File: src/rtl/csr_pkg.sv
// csr_pkg: shared CSR addresses, cause codes, operation encoding and mstatus bit indices
package csr_pkg;
  typedef enum logic [1:0] {OP_NONE = 2'b00, OP_RW = 2'b01, OP_RS = 2'b10, OP_RC = 2'b11} csr_op_e;
  localparam logic [11:0] A_MSTATUS   = 12'h300;
  localparam logic [11:0] A_MIE       = 12'h304;
  localparam logic [11:0] A_MTVEC     = 12'h305;
  localparam logic [11:0] A_MSCRATCH  = 12'h340;
  localparam logic [11:0] A_MEPC      = 12'h341;
  localparam logic [11:0] A_MCAUSE    = 12'h342;
  localparam logic [11:0] A_MIP       = 12'h344;
  localparam logic [11:0] A_MCYCLE    = 12'hB00;
  localparam logic [11:0] A_MCYCLEH   = 12'hB80;
  localparam logic [11:0] A_MINSTRET  = 12'hB02;
  localparam logic [11:0] A_MINSTRETH = 12'hB82;
  localparam logic [11:0] A_MVENDORID = 12'hF11;
  localparam logic [11:0] A_MARCHID   = 12'hF12;
  localparam int MSTATUS_MIE  = 3;
  localparam int MSTATUS_MPIE = 7;
  localparam int MIE_MTIE     = 7;
  localparam int MIP_MTIP     = 7;
  localparam logic [30:0] CAUSE_EBREAK = 31'd3;
  localparam logic [30:0] CAUSE_MTI    = 31'd7;
  localparam logic [30:0] CAUSE_ECALL  = 31'd11;
  localparam logic [1:0] MTVEC_VECTORED = 2'b01;
endpackage

File: src/rtl/csr_counter64.sv
// csr_counter64: 64-bit counter with increment enable and 32-bit half-write port
module csr_counter64 (
  input  logic        clk,
  input  logic        rst,
  input  logic        inc,
  input  logic        wr_lo,
  input  logic        wr_hi,
  input  logic [31:0] wdata,
  output logic [63:0] value
);
  logic [63:0] cnt_q, cnt_d;
  // a half write wins over the increment in the same cycle
  always_comb begin
    cnt_d = wr_lo ? {cnt_q[63:32], wdata} :
            wr_hi ? {wdata, cnt_q[31:0]} :
            inc   ? cnt_q + 64'd1 : cnt_q;
  end
  always_ff @(posedge clk or posedge rst) begin
    if (rst) cnt_q <= '0;
    else     cnt_q <= cnt_d;
  end
  assign value = cnt_q;
endmodule

File: src/rtl/csr_file.sv
// csr_file: machine-mode CSR file with trap, mret and timer-interrupt handling
module csr_file
  import csr_pkg::*;
#(
  parameter int              XLEN         = 32,
  parameter logic [XLEN-1:0] MTVEC_RESET  = '0,
  parameter bit              HAS_COUNTERS = 1'b1
) (
  input  logic            clk,
  input  logic            rst,
  input  logic            valid_wbu,
  input  logic [1:0]      csr_op,
  input  logic [11:0]     addr,
  input  logic [XLEN-1:0] wdata,
  input  logic            is_ecall,
  input  logic            is_ebreak,
  input  logic            is_mret,
  input  logic [XLEN-1:0] pc,
  input  logic [XLEN-1:0] next_pc,
  input  logic            timer_irq,
  output logic [XLEN-1:0] rdata,
  output logic            illegal,
  output logic            redirect,
  output logic [XLEN-1:0] redirect_pc
);
  logic mie_q, mie_d, mpie_q, mpie_d, mtie_q, mtie_d;
  logic [XLEN-1:0] mtvec_q, mtvec_d, mscratch_q, mscratch_d, mepc_q, mepc_d, mcause_q, mcause_d;
  logic redirect_q, redirect_d;
  logic [XLEN-1:0] redirect_pc_q, redirect_pc_d;
  logic [63:0] mcycle, minstret;
  logic mapped, wr_intent, commit, trap, do_mret, do_write, take_irq;
  logic [XLEN-1:0] old, wval;
  always_comb begin
    old = '0;
    mapped = 1'b1;
    case (addr)
      A_MSTATUS: begin
        old[12:11] = 2'b11;
        old[MSTATUS_MPIE] = mpie_q;
        old[MSTATUS_MIE] = mie_q;
      end
      A_MIE:       old[MIE_MTIE] = mtie_q;
      A_MTVEC:     old = mtvec_q;
      A_MSCRATCH:  old = mscratch_q;
      A_MEPC:      old = mepc_q;
      A_MCAUSE:    old = mcause_q;
      A_MIP:       old[MIP_MTIP] = timer_irq;
      A_MCYCLE:    begin old = mcycle[31:0];    mapped = HAS_COUNTERS; end
      A_MCYCLEH:   begin old = mcycle[63:32];   mapped = HAS_COUNTERS; end
      A_MINSTRET:  begin old = minstret[31:0];  mapped = HAS_COUNTERS; end
      A_MINSTRETH: begin old = minstret[63:32]; mapped = HAS_COUNTERS; end
      A_MVENDORID, A_MARCHID: old = '0;
      default:     mapped = 1'b0;
    endcase
  end
  assign rdata     = old;
  assign wr_intent = csr_op == OP_RW || (csr_op != OP_NONE && wdata != '0);
  assign illegal   = csr_op != OP_NONE && (!mapped || (wr_intent && addr[11:10] == 2'b11));
  assign commit    = valid_wbu && !illegal;
  assign trap      = commit && (is_ecall || is_ebreak);
  assign do_mret   = commit && !trap && is_mret;
  assign do_write  = commit && wr_intent && !trap && !is_mret;
  assign wval      = csr_op == OP_RW ? wdata : csr_op == OP_RS ? old | wdata : old & ~wdata;
  // the CSR write lands first; an interrupt then sees and overrides the written state
  always_comb begin
    mie_d = mie_q;
    mpie_d = mpie_q;
    mtie_d = mtie_q;
    mtvec_d = mtvec_q;
    mscratch_d = mscratch_q;
    mepc_d = mepc_q;
    mcause_d = mcause_q;
    redirect_pc_d = redirect_pc_q;
    if (do_write) begin
      case (addr)
        A_MSTATUS:  begin mie_d = wval[MSTATUS_MIE]; mpie_d = wval[MSTATUS_MPIE]; end
        A_MIE:      mtie_d = wval[MIE_MTIE];
        A_MTVEC:    mtvec_d = {wval[XLEN-1:2], wval[1] ? mtvec_q[1:0] : wval[1:0]};
        A_MSCRATCH: mscratch_d = wval;
        A_MEPC:     mepc_d = {wval[XLEN-1:1], 1'b0};
        A_MCAUSE:   mcause_d = wval;
        default:    ;
      endcase
    end
    take_irq = commit && !trap && !is_mret && mie_d && mtie_d && timer_irq;
    redirect_d = trap || do_mret || take_irq;
    if (trap) begin
      mepc_d = {pc[XLEN-1:1], 1'b0};
      mcause_d = {1'b0, is_ecall ? CAUSE_ECALL : CAUSE_EBREAK};
      mpie_d = mie_q;
      mie_d = 1'b0;
      redirect_pc_d = {mtvec_q[XLEN-1:2], 2'b00};
    end else if (do_mret) begin
      mie_d = mpie_q;
      mpie_d = 1'b1;
      redirect_pc_d = mepc_q;
    end else if (take_irq) begin
      mepc_d = {next_pc[XLEN-1:1], 1'b0};
      mcause_d = {1'b1, CAUSE_MTI};
      mpie_d = mie_d;
      mie_d = 1'b0;
      redirect_pc_d = {mtvec_d[XLEN-1:2], 2'b00} +
                      (mtvec_d[1:0] == MTVEC_VECTORED ? XLEN'(4 * CAUSE_MTI) : '0);
    end
  end
  if (HAS_COUNTERS) begin : g_cnt
    csr_counter64 u_mcycle (
      .clk, .rst,
      .inc   (1'b1),
      .wr_lo (do_write && addr == A_MCYCLE),
      .wr_hi (do_write && addr == A_MCYCLEH),
      .wdata (wval),
      .value (mcycle)
    );
    csr_counter64 u_minstret (
      .clk, .rst,
      .inc   (commit && !trap),
      .wr_lo (do_write && addr == A_MINSTRET),
      .wr_hi (do_write && addr == A_MINSTRETH),
      .wdata (wval),
      .value (minstret)
    );
  end else begin : g_no_cnt
    assign mcycle = '0;
    assign minstret = '0;
  end
  always_ff @(posedge clk or posedge rst) begin
    if (rst) begin
      mie_q <= 1'b0;
      mpie_q <= 1'b0;
      mtie_q <= 1'b0;
      mtvec_q <= MTVEC_RESET;
      mscratch_q <= '0;
      mepc_q <= '0;
      mcause_q <= '0;
      redirect_q <= 1'b0;
      redirect_pc_q <= '0;
    end else begin
      mie_q <= mie_d;
      mpie_q <= mpie_d;
      mtie_q <= mtie_d;
      mtvec_q <= mtvec_d;
      mscratch_q <= mscratch_d;
      mepc_q <= mepc_d;
      mcause_q <= mcause_d;
      redirect_q <= redirect_d;
      redirect_pc_q <= redirect_pc_d;
    end
  end
  assign redirect = redirect_q;
  assign redirect_pc = redirect_pc_q;
endmodule
File: config.mk
export PLATFORM = sky130hd
export DESIGN_NAME = csr_file
export DESIGN_NICKNAME = d
export VERILOG_FILES = /design/src/rtl/csr_pkg.sv /design/src/rtl/csr_counter64.sv /design/src/rtl/csr_file.sv
export SDC_FILE = /design/constraint.sdc
export NUM_CORES = 1
export LEC_CHECK = 0
export CORE_UTILIZATION = 45
export CTS_CLUSTER_DIAMETER = 120
export CTS_CLUSTER_SIZE = 10
export DETAILED_ROUTE_END_ITERATION = 6
export PLACE_DENSITY = 0.65
export SKIP_LAST_GASP = 1
export SLEW_MARGIN = 20
export SYNTH_ARGS = -nofsm -noshare
export SYNTH_HDL_FRONTEND = slang
export SYNTH_SLANG_ARGS = --single-unit
File: constraint.sdc
create_clock -name clk -period 14.15 [get_ports clk]
set_input_delay 2.83 -clock clk [delete_from_list [all_inputs] [get_ports clk]]
set_output_delay 2.83 -clock clk [all_outputs]
set_load 0.005 [all_outputs]
==> metrics <==
Resized Gates After CTS=0; CTS Hold Bufs=0; ratio of final minimum period to clock period=69.1%; maxcap violations=0; Synth top area share=38.2%; post-route cell area=22,600 um2; area of the multi-input gates=11,100 um2; Cell Area, Synth=19,100 um2; Final Hold Viols=0; CTS buffer count=35; Synth Register Bits=292; Clock H-tree levels=2; Synth Area in Compound Gates=25.9%; Clock Power Share=40.3%; CTS max path bufs=3; sw frac=30.2%; reg-to-reg slack, setup=8.06 ns; via count=21,100; largest family of logic cells by synthesized area=compound AO/OA/AOI/OAI gates; CP Cell Sequence=clkdlybuf4s50_1 -> nor4b_1 -> nand2_1 -> nor2_1 -> a22oi_1 -> nand3_1 -> a21oi_1 -> a21oi_1 -> mux2i_1 -> nor2_1 -> ha_1 -> inv_1 -> fa_1 -> inv_1 -> a21oi_1 -> a211oi_2 -> nand3_1 -> nand4b_1 -> o31a_1 -> o21ai_0 -> a21oi_1; Mapped Avg Cell Area=8.11 um2; Initial DRT Pass Iterations=6; Yosys cell types=98; Mapped Cells=2,356; critical path's largest stage delay=0.87 ns; Post-synth EDFFs=0; Site Rows=75; Fillers=3,957; Pwr per Cell Area=92.5 nW/um2; port buffer count=180; P_sw=0.631 mW; most frequent CP cell=a21oi_1; GPL Wtd Cong=1.09; CTS root buf=clkbuf_16; ys async rst share=100%; syn_nets=2,479; CP top delay family=simple AND/OR/NAND/NOR gates; # IOs=183; worst hold slack=0.475 ns; WP data arrival=10.22 ns; CTS tree=built; first-pass GRT wire length=141,000 um; status=completed; xor and xnor area share after synthesis=2.61%; DR DRC count=0; Iter 0 DRT Violations=3,662; total setup buffers inserted after CTS=0; DR vias/cell=6.96; min Tclk post-route=9.78 ns; Fin Clk Skew=0.0245 ns; gr ovfl total=0; DP Area=21,600 um2; TNS Setup=0 ns; Reg clk slew, reported paths=0.06 ns; Die W=208 um; routed len/inst=32.9 um; GR Util All Layers=45.6%; largest net degree at the start of global routing=114; Critical Path Fanout Max=14; DP Wirelength=72,700 um; setup violators final=0; Synth area leaders=dfrtp_1 38%, nand2_1 6.1%, a21oi_1 5.4%; final wirelength=99,600 um; Routed Antenna Nets=0; area leader, netlist=dfrtp_1; Critical Path Slowest Stage Cell=a21oi_1; die area=43,300 um2; area delta synth->final=18.4%; WP data required=14.59 ns; critical path type=in -> reg; YS warnings=0; register area=7310 um2; CP Launch Type=input pin; layout net count=2,607; fraction of layout cells with a size suffix above 1=8.29%; post-synthesis mux area share=4.34%; RSZ-0062 raised after global routing=false; crit path capture type=flop; Seq pwr share=44.9%; simple-gate area share of the yosys netlist=24.1%; sequential share of the synthesized area=38.2%; Die H=208 um; Slew Viols, Final=0; Synth Flop Type=dfrtp_1; vias in the first global route=19,100; leak pwr=9.10 nW; CP bufs+invs=3; Int Power=1.46 mW; initial antenna violation count=7; Post-synth top cells=311 x nand2_1, 292 x dfrtp_1, 250 x nor2_1; CTS Sinks=292; combinational share of power=14.8%; Core Area=41,900 um2; maximum VDD drop=0.0000794 V; clock latency at the later pin of the worst-skew pair=0.57 ns; worst min path class=reg -> reg; f_max=0.102 GHz; Post-Synth Adder-Cell Area=0.432%; Slew Limit Headroom=12.6%; Starting Density=45.5%; most common cell in the netlist=nand2_1; worst slew pin tran=1.31 ns
path summary, 6_finish.rpt:
check                           cells after the start                                endpoint                                   start
worst max-delay path                               21             redirect_pc[30]$_DFFE_PP0P_                                 addr[6]
worst min-delay path                                1             redirect_pc[17]$_DFFE_PP0P_             redirect_pc[17]$_DFFE_PP0P_
worst max register to register                     18             redirect_pc[30]$_DFFE_PP0P_  g_cnt.u_minstret.value[33]$_DFFE_PP0P_
worst min register to register                      1             redirect_pc[17]$_DFFE_PP0P_             redirect_pc[17]$_DFFE_PP0P_
max in group asynchronous                           4              redirect_pc[9]$_DFFE_PP0P_                                     rst
min in group asynchronous                           2  g_cnt.u_minstret.value[54]$_DFFE_PP0P_                                     rst
placed cells by master, fill, tap and decap left out, types with 11 or more instances in the layout:
cell / n
xor2_1: 19
nand2_1: 310
or2_2: 11
a211oi_1: 31
nand3_1: 81
a21o_1: 12
a31oi_1: 35
mux2_2: 24
nor3_1: 65
and2_1: 15
nand4_1: 48
o21ai_0: 184
mux2i_1: 49
a21oi_1: 205
buf_4: 70
o22a_1: 11
o2bb2ai_1: 15
a22o_1: 16
inv_1: 46
a22oi_1: 40
a222oi_1: 18
o31ai_1: 12
o211ai_1: 22
xnor2_1: 37
nor2_1: 246
clkbuf_16: 35
dfrtp_1: 292
nor4_1: 26
or3_1: 13
clkdlybuf4s50_1: 178
o22ai_1: 23
and3_1: 53
flip-flops by register name (all words and copies together) (netlist names):
register,count
g_cnt.u_mcycle.value,64
g_cnt.u_minstret.value,64
mcause_q,32
mepc_q,32
mscratch_q,32
mtvec_q,32
redirect_pc,32
mie_q,1
mpie_q,1
mtie_q,1
redirect,1
per-stage QoR:
| stage | cells | setup WS (ns) | power, mW | util, % |
|---|---|---|---|---|
| floorplan | 2356 | 3.26 | 1.04 | - |
| global placement | 2985 | 4.18 | 1.24 | 51.5 |
| detailed placement | 2985 | 4.14 | 1.25 | 51.5 |
| CTS | 3024 | 4.62 | 2.08 | 53.9 |
| global route | 3026 | 3.92 | 2.13 | 53.9 |
| finish | 3031 | 4.37 | 2.09 | 53.9 |
routing by layer:
layer,track usage [%],routed length (um),vias up
met4,24.7,5720,0
met1,63.7,39100,10200
li1,-,-,9006
met2,60.7,39400,1646
met5,0,0,-
met3,16.3,15400,293
cells by family (layout without fill, tap and decap cells):
logic type | after synthesis | after routing
AOI/OAI and AO/OA | 756 | 756
other | 0 | 6
and+or+nand+nor | 961 | 961
DFF | 292 | 292
buffers and inverters | 208 | 338
xor gates and xnor gates | 57 | 57
muxes | 76 | 76
adders and majority gates | 6 | 6
power by group through the flow:
| stage | Sequential, mW | Combinational [mW] | Clock, mW |
|---|---|---|---|
| 2_1_floorplan | 0.910 | 0.134 | 0 |
| 3_3_place_gp | 0.949 | 0.295 | 0 |
| 3_5_place_dp | 0.950 | 0.296 | 0 |
| 4_1_cts | 0.935 | 0.298 | 0.845 |
| 5_1_grt | 0.939 | 0.321 | 0.875 |
| 6_report | 0.940 | 0.309 | 0.844 |
cell type report:
| class | count | share of cell area [%] |
|---|---|---|
| Clock buffer | 35 | 3.87 |
| Antenna cell | 6 | 0.0664 |
| Tap cell | 539 | 2.98 |
| Multi-Input combinational cell | 1856 | 49.3 |
| Clock inverter | 4 | 0.409 |
| Timing Repair Buffer | 251 | 10.3 |
| Inverter | 48 | 0.830 |
| Sequential cell | 292 | 32.3 |
Note: power is estimated with default switching activity, not from simulation.
